## config.mk

```make
export PLATFORM = sky130hd
export DESIGN_NAME = vga_radius_engine
export DESIGN_NICKNAME = d
export VERILOG_FILES = /design/src/rtl/vga_radius_engine.sv
export SDC_FILE = /design/constraint.sdc
export NUM_CORES = 1
export LEC_CHECK = 0
export ABC_CLOCK_PERIOD_IN_PS = 9460
export CORE_MARGIN = 3
export CORE_UTILIZATION = 55
export CTS_BUF_LIST = sky130_fd_sc_hd__clkbuf_2 sky130_fd_sc_hd__clkbuf_4 sky130_fd_sc_hd__clkbuf_8
export DETAILED_ROUTE_END_ITERATION = 16
export PLACE_DENSITY = 0.87
export SLEW_MARGIN = 20
export SYNTH_ARGS = -nofsm -noshare
export SYNTH_HDL_FRONTEND = slang
export SYNTH_SLANG_ARGS = --single-unit
```

## constraint.sdc

```tcl
create_clock -name clk -period 9.46 [get_ports clk]
set_input_delay 1.419 -clock clk [delete_from_list [all_inputs] [get_ports clk]]
set_output_delay 1.419 -clock clk [all_outputs]
set_load 0.01 [all_outputs]
```

## src/rtl/vga_radius_engine.sv

```systemverilog
// Multiplier-free radius front end: tracks dx, dy and their squares by difference updates
// while the beam advances one pixel per clock; any skip drops lock and latches err_o.
module vga_radius_engine #(
  parameter int unsigned CX         = 320,
  parameter int unsigned CY         = 240,
  parameter int unsigned H_TOTAL    = 800,
  parameter int unsigned V_TOTAL    = 525,
  parameter int unsigned FLAT_SHIFT = 4
) (
  input  logic               clk,
  input  logic               rst_n,
  input  logic [9:0]         hpos,
  input  logic [9:0]         vpos,
  input  logic               hsync,
  input  logic               vsync,
  input  logic               display_on,
  output logic signed [10:0] dx_o,
  output logic signed [10:0] dy_o,
  output logic [21:0]        r2_circ_o,
  output logic [21:0]        r2_flat_o,
  output logic               hsync_o,
  output logic               vsync_o,
  output logic               de_o,
  output logic [15:0]        frame_cnt_o,
  output logic               locked_o,
  output logic               err_o
);

  localparam logic signed [10:0] L_DX0   = 11'(0) - 11'(CX);
  localparam logic signed [10:0] L_DY0   = 11'(0) - 11'(CY);
  localparam logic [21:0]        L_DXSQ0 = 22'(CX * CX);
  localparam logic [21:0]        L_DYSQ0 = 22'(CY * CY);
  localparam logic [9:0]         L_H_LAST = 10'(H_TOTAL - 1);
  localparam logic [9:0]         L_V_LAST = 10'(V_TOTAL - 1);

  typedef enum logic {StUnlocked, StLocked} state_e;

  state_e             r_state;
  logic signed [10:0] r_dx;
  logic signed [10:0] r_dy;
  logic [21:0]        r_dxsq;
  logic [21:0]        r_dysq;
  logic [9:0]         r_hpos_prev;
  logic [9:0]         r_vpos_prev;
  logic               r_vsync_prev;

  logic               w_origin;
  logic [9:0]         w_exp_h;
  logic [9:0]         w_exp_v;
  logic               w_mismatch;
  logic               w_go_locked;
  logic signed [11:0] w_dx_step;
  logic signed [11:0] w_dy_step;
  logic signed [10:0] w_dx_nxt;
  logic signed [10:0] w_dy_nxt;
  logic [21:0]        w_dxsq_nxt;
  logic [21:0]        w_dysq_nxt;
  logic [21:0]        w_circ;
  logic [21:0]        w_flat;

  // 2*d + 1 is just d with a 1 appended below its LSB.
  assign w_dx_step = {r_dx, 1'b1};
  assign w_dy_step = {r_dy, 1'b1};
  assign w_origin  = (hpos == 10'd0) && (vpos == 10'd0);

  always_comb begin
    w_exp_h = (r_hpos_prev == L_H_LAST) ? 10'd0 : r_hpos_prev + 10'd1;
    w_exp_v = r_vpos_prev;
    if (r_hpos_prev == L_H_LAST) begin
      w_exp_v = (r_vpos_prev == L_V_LAST) ? 10'd0 : r_vpos_prev + 10'd1;
    end
    w_mismatch  = (r_state == StLocked) && ((hpos != w_exp_h) || (vpos != w_exp_v));
    w_go_locked = (r_state == StLocked) ? !w_mismatch : w_origin;
  end

  always_comb begin
    w_dx_nxt   = r_dx;
    w_dxsq_nxt = r_dxsq;
    w_dy_nxt   = r_dy;
    w_dysq_nxt = r_dysq;
    if (r_state == StUnlocked) begin
      if (w_origin) begin
        w_dx_nxt   = L_DX0;
        w_dxsq_nxt = L_DXSQ0;
        w_dy_nxt   = L_DY0;
        w_dysq_nxt = L_DYSQ0;
      end
    end else begin
      if (hpos == 10'd0) begin
        w_dx_nxt   = L_DX0;
        w_dxsq_nxt = L_DXSQ0;
      end else begin
        w_dx_nxt   = r_dx + 11'sd1;
        w_dxsq_nxt = r_dxsq + {{10{w_dx_step[11]}}, w_dx_step};
      end
      if (w_origin) begin
        w_dy_nxt   = L_DY0;
        w_dysq_nxt = L_DYSQ0;
      end else if (hpos == 10'd0) begin
        w_dy_nxt   = r_dy + 11'sd1;
        w_dysq_nxt = r_dysq + {{10{w_dy_step[11]}}, w_dy_step};
      end
    end
    w_circ = w_dxsq_nxt + w_dysq_nxt;
    w_flat = w_dxsq_nxt + (w_dysq_nxt << FLAT_SHIFT);
  end

  always_ff @(posedge clk) begin
    if (!rst_n) begin
      r_state      <= StUnlocked;
      r_dx         <= '0;
      r_dy         <= '0;
      r_dxsq       <= '0;
      r_dysq       <= '0;
      r_hpos_prev  <= '0;
      r_vpos_prev  <= '0;
      r_vsync_prev <= 1'b1;
      dx_o         <= '0;
      dy_o         <= '0;
      r2_circ_o    <= '0;
      r2_flat_o    <= '0;
      hsync_o      <= 1'b1;
      vsync_o      <= 1'b1;
      de_o         <= 1'b0;
      frame_cnt_o  <= '0;
      locked_o     <= 1'b0;
      err_o        <= 1'b0;
    end else begin
      r_hpos_prev  <= hpos;
      r_vpos_prev  <= vpos;
      r_vsync_prev <= vsync;
      hsync_o      <= hsync;
      vsync_o      <= vsync;
      de_o         <= display_on;
      r_dx         <= w_dx_nxt;
      r_dy         <= w_dy_nxt;
      r_dxsq       <= w_dxsq_nxt;
      r_dysq       <= w_dysq_nxt;
      // Count on the trailing (rising) edge of the active-low vsync pulse.
      if (vsync && !r_vsync_prev) begin
        frame_cnt_o <= frame_cnt_o + 16'd1;
      end
      if (w_mismatch) begin
        err_o <= 1'b1;
      end
      if (w_go_locked) begin
        r_state   <= StLocked;
        locked_o  <= 1'b1;
        dx_o      <= w_dx_nxt;
        dy_o      <= w_dy_nxt;
        r2_circ_o <= w_circ;
        r2_flat_o <= w_flat;
      end else begin
        r_state   <= StUnlocked;
        locked_o  <= 1'b0;
        dx_o      <= '0;
        dy_o      <= '0;
        r2_circ_o <= '0;
        r2_flat_o <= '0;
      end
    end
  end

endmodule

```

==> impl_results.md, run 1 <==
- Status: completed
- Setup repair bufs after CTS: 0
- Fin nets: 1,438
- Synth top area cells: dfxtp_1, ha_1, a21oi_1, nor2_1, xnor2_1
- WP data required: 9840 ps
- Post-synth EDFFs: 0
- Residual DRC: 0
- Row Count: 49
- Yosys reg bits: 173
- First-pass GRT wire length: 42,200 um
- R2r worst-path depth: 20
- CTS tree: done
- CTS Sinks: 173
- Cell count after synthesis: 1,229
- Ys Warns: 0
- Reg2reg end: r2_circ_o[21]$_SDFF_PN0_
- Setup crit end kind: flip-flop
- CTS H-tree depth: 4
- Via-per-instance ratio: 5.85
- Final Setup Violations: 0
- Worst-Skew Late Latency: 460 ps
- Post-CTS resize count: 0
- Clock buffer depth: 2
- Reg clk slew, reported paths: 100 ps
- Fraction of layout cells with a size suffix above 1: 6.36%
- Startpoint type of the worst setup path: input port
- I/O Buffers: 111
- Final Max Slew Viols: 0
- Syn Nets: 1,342
- Initial antenna violation count: 0
- Unrepaired setup endpoints after global routing: no
- Dpl ws: 2830 ps
- Synth top area share: 33.3%
- Ant diodes: 0
- Worst Tran Pin Value: 1110 ps
- Cell taking the most area after synthesis: dfxtp_1
- CTS hold repair buffers: 0
- M1 wire length: 11,200 um
- Commonest non-fill, non-tap cell in the layout: dfxtp_1
- Post-route ant nets: 0
- Vias in the first global route: 8,795
- Relative slew slack: 26.3%
- Setup TNS: 0 ps
- Total core area: 18,300 sq um
- Syn Std Cell Area: 10,400 sq um
- Initial Utilization: 56.8%
- Tot GR Track Use: 25.0%
- VDD IR max: 0.0909 mV
- Metal3 WL: 1560 um
- Hold WC Path Type: reg2reg
- Period utilisation layout: 66.5%
- Clock buffer count from CTS: 17
- Distinct cells, synth: 69
- Top_reg_cell synth: dfxtp_1
- Setup Skew: 11.2 ps
- Pwr dens: 111 nW/um^2
- Met2 wire length: 11,900 um
- Leading cell types in the layout, fill and taps excluded: dfxtp_1, nor2_1, clkdlybuf4s50_1, nand2_1, a21oi_1
- Hold Slack: 484 ps
- Overflow after GRT: 0
- Critical setup path kind: in2reg
- Worst Slack Setup Final: 3160 ps
- R2r setup slk: 4400 ps
- F_max: 159 MHz
- Worst reg2reg startpoint: r_dy[0]$_SDFF_PN0_
- Worst Setup SP: hpos[6]
- Worst setup path end: r2_circ_o[18]$_SDFF_PN0_
- Syn Area/Cell: 8.45 sq um
- Routability cong.: 0.958
- Largest net degree at the start of global routing: 54
- Die area: 20,600 sq um
- Sequential cell area fraction in the yosys report: 33.3%
- Routed wire length: 25,400 um
- Top Layer Used: met4
- Die W: 143 um
- Final hold viol count: 0
- DP HPWL: 18,600 um
- Crit path DAT: 6680 ps
- Max-cap violations: 0
- Area growth, synth to finish: 15.8%
- Fraction of registers with async set/reset: 0%
- DR pass1 iterations: 5
- Die Y: 143 um
- Tmin final: 6300 ps
- Top Ports: 112
- Drt first-iter violations: 821
- Avg WL per Cell: 16.2 um
- FILL cells: 1,492
- CP Max Fanout: 28
- Leak: 0.00480 uW
- Vias: 9,158
- Clock Tree Root: clkbuf_8
==> where the power goes <==
group          total [uW]  internal (uW)  switching (uW)
clock                 541            252             289
combinational        53.2           26.1            27.1
sequential            740            733            6.66
total                1330           1010             323
==> registers in the layout, summed over array words and instances, names as in the netlist, 10 cells and up <==
| name | cells |
|---|---|
| r2_circ_o | 22 |
| r2_flat_o | 22 |
| r_dxsq | 22 |
| r_dysq | 22 |
| frame_cnt_o | 16 |
| dx_o | 11 |
| dy_o | 11 |
| r_dx | 11 |
| r_dy | 11 |
| r_hpos_prev | 10 |
| r_vpos_prev | 10 |
==> cells in the mapped netlist (3+ instances only) <==
cell type / number
dfxtp_1: 173
nor2_1: 115
nand2_1: 105
a21oi_1: 103
ha_1: 84
o21ai_0: 72
and2_1: 61
xnor2_1: 49
xor2_1: 49
nor3_1: 43
nand3_1: 34
a21o_1: 28
nor2_4: 27
clkbuf_1: 25
inv_1: 23
and3_1: 20
nor2b_1: 19
nand4_1: 16
nand2b_1: 14
o211ai_1: 14
o21a_1: 13
or3_1: 13
a31oi_1: 12
mux2i_1: 8
a211oi_1: 7
buf_1: 6
o21bai_1: 6
a22oi_1: 5
nor3b_1: 5
nor4_1: 5
or4_1: 5
fa_1: 4
o31a_1: 4
o31ai_1: 4
or2_2: 4
a21boi_0: 3
a311oi_1: 3
and4_1: 3
buf_6: 3
nand3b_1: 3
nor2_2: 3
==> metal layers <==
metal | vias up | global-route usage, %
met5 | - | 0
met3 | 61 | 5.09
met1 | 4265 | 32.2
li1 | 4525 | -
met4 | 0 | 7.98
met2 | 307 | 42.4
==> final cells by class <==
type | instances | area (sq um) | share of cell area [%]
Sequential cell | 173 | 3460 | 28.8
Clock inverter | 12 | 151 | 1.26
Clock buffer | 19 | 255 | 2.12
Timing Repair Buffer | 116 | 1150 | 9.55
Multi-Input combinational cell | 993 | 6630 | 55.1
Inverter | 24 | 90.1 | 0.749
Tap cell | 229 | 287 | 2.38
==> kinds of logic after synthesis <==
group,after synthesis,share of synthesized area [%]
simple gates,504,26.0
buf+inv,63,2.94
xor+xnor,100,8.70
compound gates,293,17.3
fa+ha+maj,88,10.9
mux,8,0.771
flops,173,33.3
==> critical path, cell delays in order <==
cell,delay [ps]
clkdlybuf4s50_1,500
nor4_1,440
nand4_1,270
nand2_1,750
o21ai_0,300
ha_1,290
inv_1,70
fa_1,180
nor2b_1,70
o21a_1,190
o21ai_0,280
a21oi_1,120
nor2_1,190
o21ai_0,170
a21oi_1,300
o21ai_0,290
or4b_2,700
a31oi_1,140
==> how the worst min path moves through the flow <==
stage | startpoint | end | cells past startpoint
final | err_o$_SDFFE_PN0P_ | err_o$_SDFFE_PN0P_ | 2
after global routing | err_o$_SDFFE_PN0P_ | err_o$_SDFFE_PN0P_ | 2
after CTS | err_o$_SDFFE_PN0P_ | err_o$_SDFFE_PN0P_ | 2
after detailed placement | err_o$_SDFFE_PN0P_ | err_o$_SDFFE_PN0P_ | 2
after global placement | err_o$_SDFFE_PN0P_ | err_o$_SDFFE_PN0P_ | 2
after floorplan | r_dysq[18]$_SDFF_PN0_ | r_dysq[18]$_SDFF_PN0_ | 2
==> per-stage QoR <==
| stage | total power, uW | util, % | instances | cell area (sq um) |
|---|---|---|---|---|
| final | 1330 | 65.8 | 1566 | 12000 |
| after global routing | 1370 | 65.8 | 1566 | 12000 |
| after CTS | 1340 | 65.8 | 1566 | 12000 |
| after detailed placement | 809 | 63.6 | 1535 | 11600 |
| after global placement | 808 | 63.6 | 1535 | 11600 |
| after floorplan | 786 | - | 1229 | 10400 |
(Power assumes the default switching activity.)
==> run 2: changes to the inputs <==
Settings changed: ABC_CLOCK_PERIOD_IN_PS 9460 to 5450, CORE_UTILIZATION 55 to 53, PLACE_DENSITY 0.87 to 0.88.
Clock period 9.46 ns to 5.45 ns, I/O delays scaled along.
==> run 2 against run 1 <==
Total power rose by 80%. Cell area rose by 2.0%. Wire length rose by 2.2%. Clock power rose by 89%. Sequential share of layout area fell by 0.55 points. Sequential power rose by 73%. Critical path type unchanged. Critical path depth rose by 3. First-iteration DRC count fell by 12%. Die area rose by 3.6%. Non-clock buffer count rose by 19. Flip-flop and latch count did not move.
==> impl_results.md, run 2 (synthesis results as in run 1) <==
- Ant diodes: 0
- R2r setup slk: 520 ps
- Worst-Skew Late Latency: 480 ps
- Setup crit end kind: flip-flop
- Fin nets: 1,457
- Total power draw: 2400 uW
- First-pass GRT wire length: 42,700 um
- Hold path depth: 2
- Final hold viol count: 0
- CP Max Fanout: 8
- Final Max Slew Viols: 0
- Tot GR Track Use: 24.2%
- CTS Sinks: 173
- Tmin final: 5010 ps
- Initial Utilization: 54.8%
- WP data required: 5850 ps
- Period utilisation layout: 92.0%
- Clock Tree Root: clkbuf_8
- Startpoint type of the worst setup path: input port
- DP HPWL: 19,600 um
- CTS hold repair buffers: 0
- F_max: 200 MHz
- Crit path DAT: 5410 ps
- HP Start: r_dysq[18]$_SDFF_PN0_
- Hold WC Path Type: reg2reg
- DR pass1 iterations: 6
- Fraction of layout cells with a size suffix above 1: 7.67%
- Max-cap violations: 0
- Total core area: 19,000 sq um
- Final Setup Violations: 0
- Clock buffer depth: 2
- Reg clk slew, reported paths: 90 ps
- I/O Buffers: 111
- WHS Endpoint: r_dysq[18]$_SDFF_PN0_
- CTS H-tree depth: 4
- Reg2reg end: r2_circ_o[21]$_SDFF_PN0_
- Area growth, synth to finish: 18.0%
- Post-CTS resize count: 0
- Setup TNS: 0 ps
- VDD IR max: 0.145 mV
- Clock buffer count from CTS: 17
- Worst Tran Pin Value: 728 ps
- R2r worst-path depth: 20
- Drt first-iter violations: 726
- Via-per-instance ratio: 5.83
- Routability cong.: 0.896
- Status: completed
- Pwr dens: 196 nW/um^2
- Vias in the first global route: 8,900
- Critical setup path kind: in2reg
- CTS tree: done
- Die area: 21,300 sq um
- Vias: 9,427
- Unrepaired setup endpoints after global routing: no
- Finished Core Util: 64.7%
- Avg WL per Cell: 16.1 um
- Residual DRC: 0
- Setup Skew: 17.2 ps
- Setup repair bufs after CTS: 0
- Leading cell types in the layout, fill and taps excluded: dfxtp_1, nor2_1, clkdlybuf4s50_1, nand2_1, a21oi_1
- Die W: 146 um
- Overflow after GRT: 0
- Routed wire length: 26,000 um
- Commonest non-fill, non-tap cell in the layout: dfxtp_1
- Row Count: 50
- Leak: 0.00491 uW
- Post-route ant nets: 0
- Largest net degree at the start of global routing: 48
- Relative slew slack: 50.9%
- Worst reg2reg startpoint: r_dy[0]$_SDFF_PN0_
- FILL cells: 1,562
- Die Y: 146 um
- Initial antenna violation count: 0
- Top Ports: 112
==> run 2: changes by cell type in the layout (fill, tap and decap cells not counted), sizes merged <==
cell	change
clkbuf	-1
inv	-1
bufinv	+2
buf	+19
==> run 2: routing by layer <==
layer / part of all wire (%) / vias up / GRT usage, % / wire [um]
met4: 3.9 / 0 / 10.1 / 1020
li1: - / 4588 / - / -
met5: 0 / - / 0 / 0
met2: 46 / 356 / 40.7 / 12000
met3: 6.9 / 89 / 4.73 / 1800
met1: 43 / 4394 / 30.5 / 11200
==> run 2: power by group <==
part           total, uW  leakage [uW]  switching [uW]  internal, uW
Sequential          1280       0.00140            11.9          1270
Combinational       93.3       0.00328            47.2          46.0
Clock               1020      0.000223             498           521
==> run 2: how the worst max path moves through the flow <==
stage	from	to	slack, ps	cells past startpoint
global placement	hpos[6]	r2_circ_o[18]$_SDFF_PN0_	250	19
CTS	hpos[6]	r2_circ_o[18]$_SDFF_PN0_	540	21
global route	hpos[6]	r2_circ_o[18]$_SDFF_PN0_	130	21
detailed placement	hpos[6]	r2_circ_o[18]$_SDFF_PN0_	70	19
floorplan	hpos[6]	r2_circ_o[18]$_SDFF_PN0_	690	20
finish	hpos[6]	r2_circ_o[18]$_SDFF_PN0_	440	21
==> run 2: critical path: stages <==
cell	delay [ps]
clkdlybuf4s50_1	500
nor4_1	310
buf_4	160
nand4_1	120
nor2_2	210
nor2_1	190
nand2_1	120
o21ai_0	150
ha_1	250
inv_1	80
fa_1	190
nor2b_1	80
o21a_1	180
o21ai_0	300
a21oi_1	120
nor2_1	170
o21ai_0	190
a21oi_1	320
o21ai_0	170
or4b_2	650
a31oi_1	140
==> run 2: final cells by class <==
cell class              instances  area, sq um  area share, %
repair buffers                135         1300           10.6
inverters                      24         90.1          0.735
multi-input cells             993         6630           54.1
well taps                     260          325           2.65
clock buffers                  18          248           2.02
flip-flops and latches        173         3460           28.3
clock inverters                13          200           1.63
==> run 2: per-stage QoR <==
| stage | hold slack (ps) | setup slack (ps) | cells | cell area, sq um |
|---|---|---|---|---|
| finish | 499 | 438 | 1616 | 12300 |
| floorplan | 458 | 686 | 1229 | 10400 |
| global placement | 447 | 249 | 1585 | 11800 |
| detailed placement | 465 | 66.2 | 1585 | 11800 |
| global route | 534 | 130 | 1616 | 12300 |
| CTS | 496 | 543 | 1616 | 12300 |
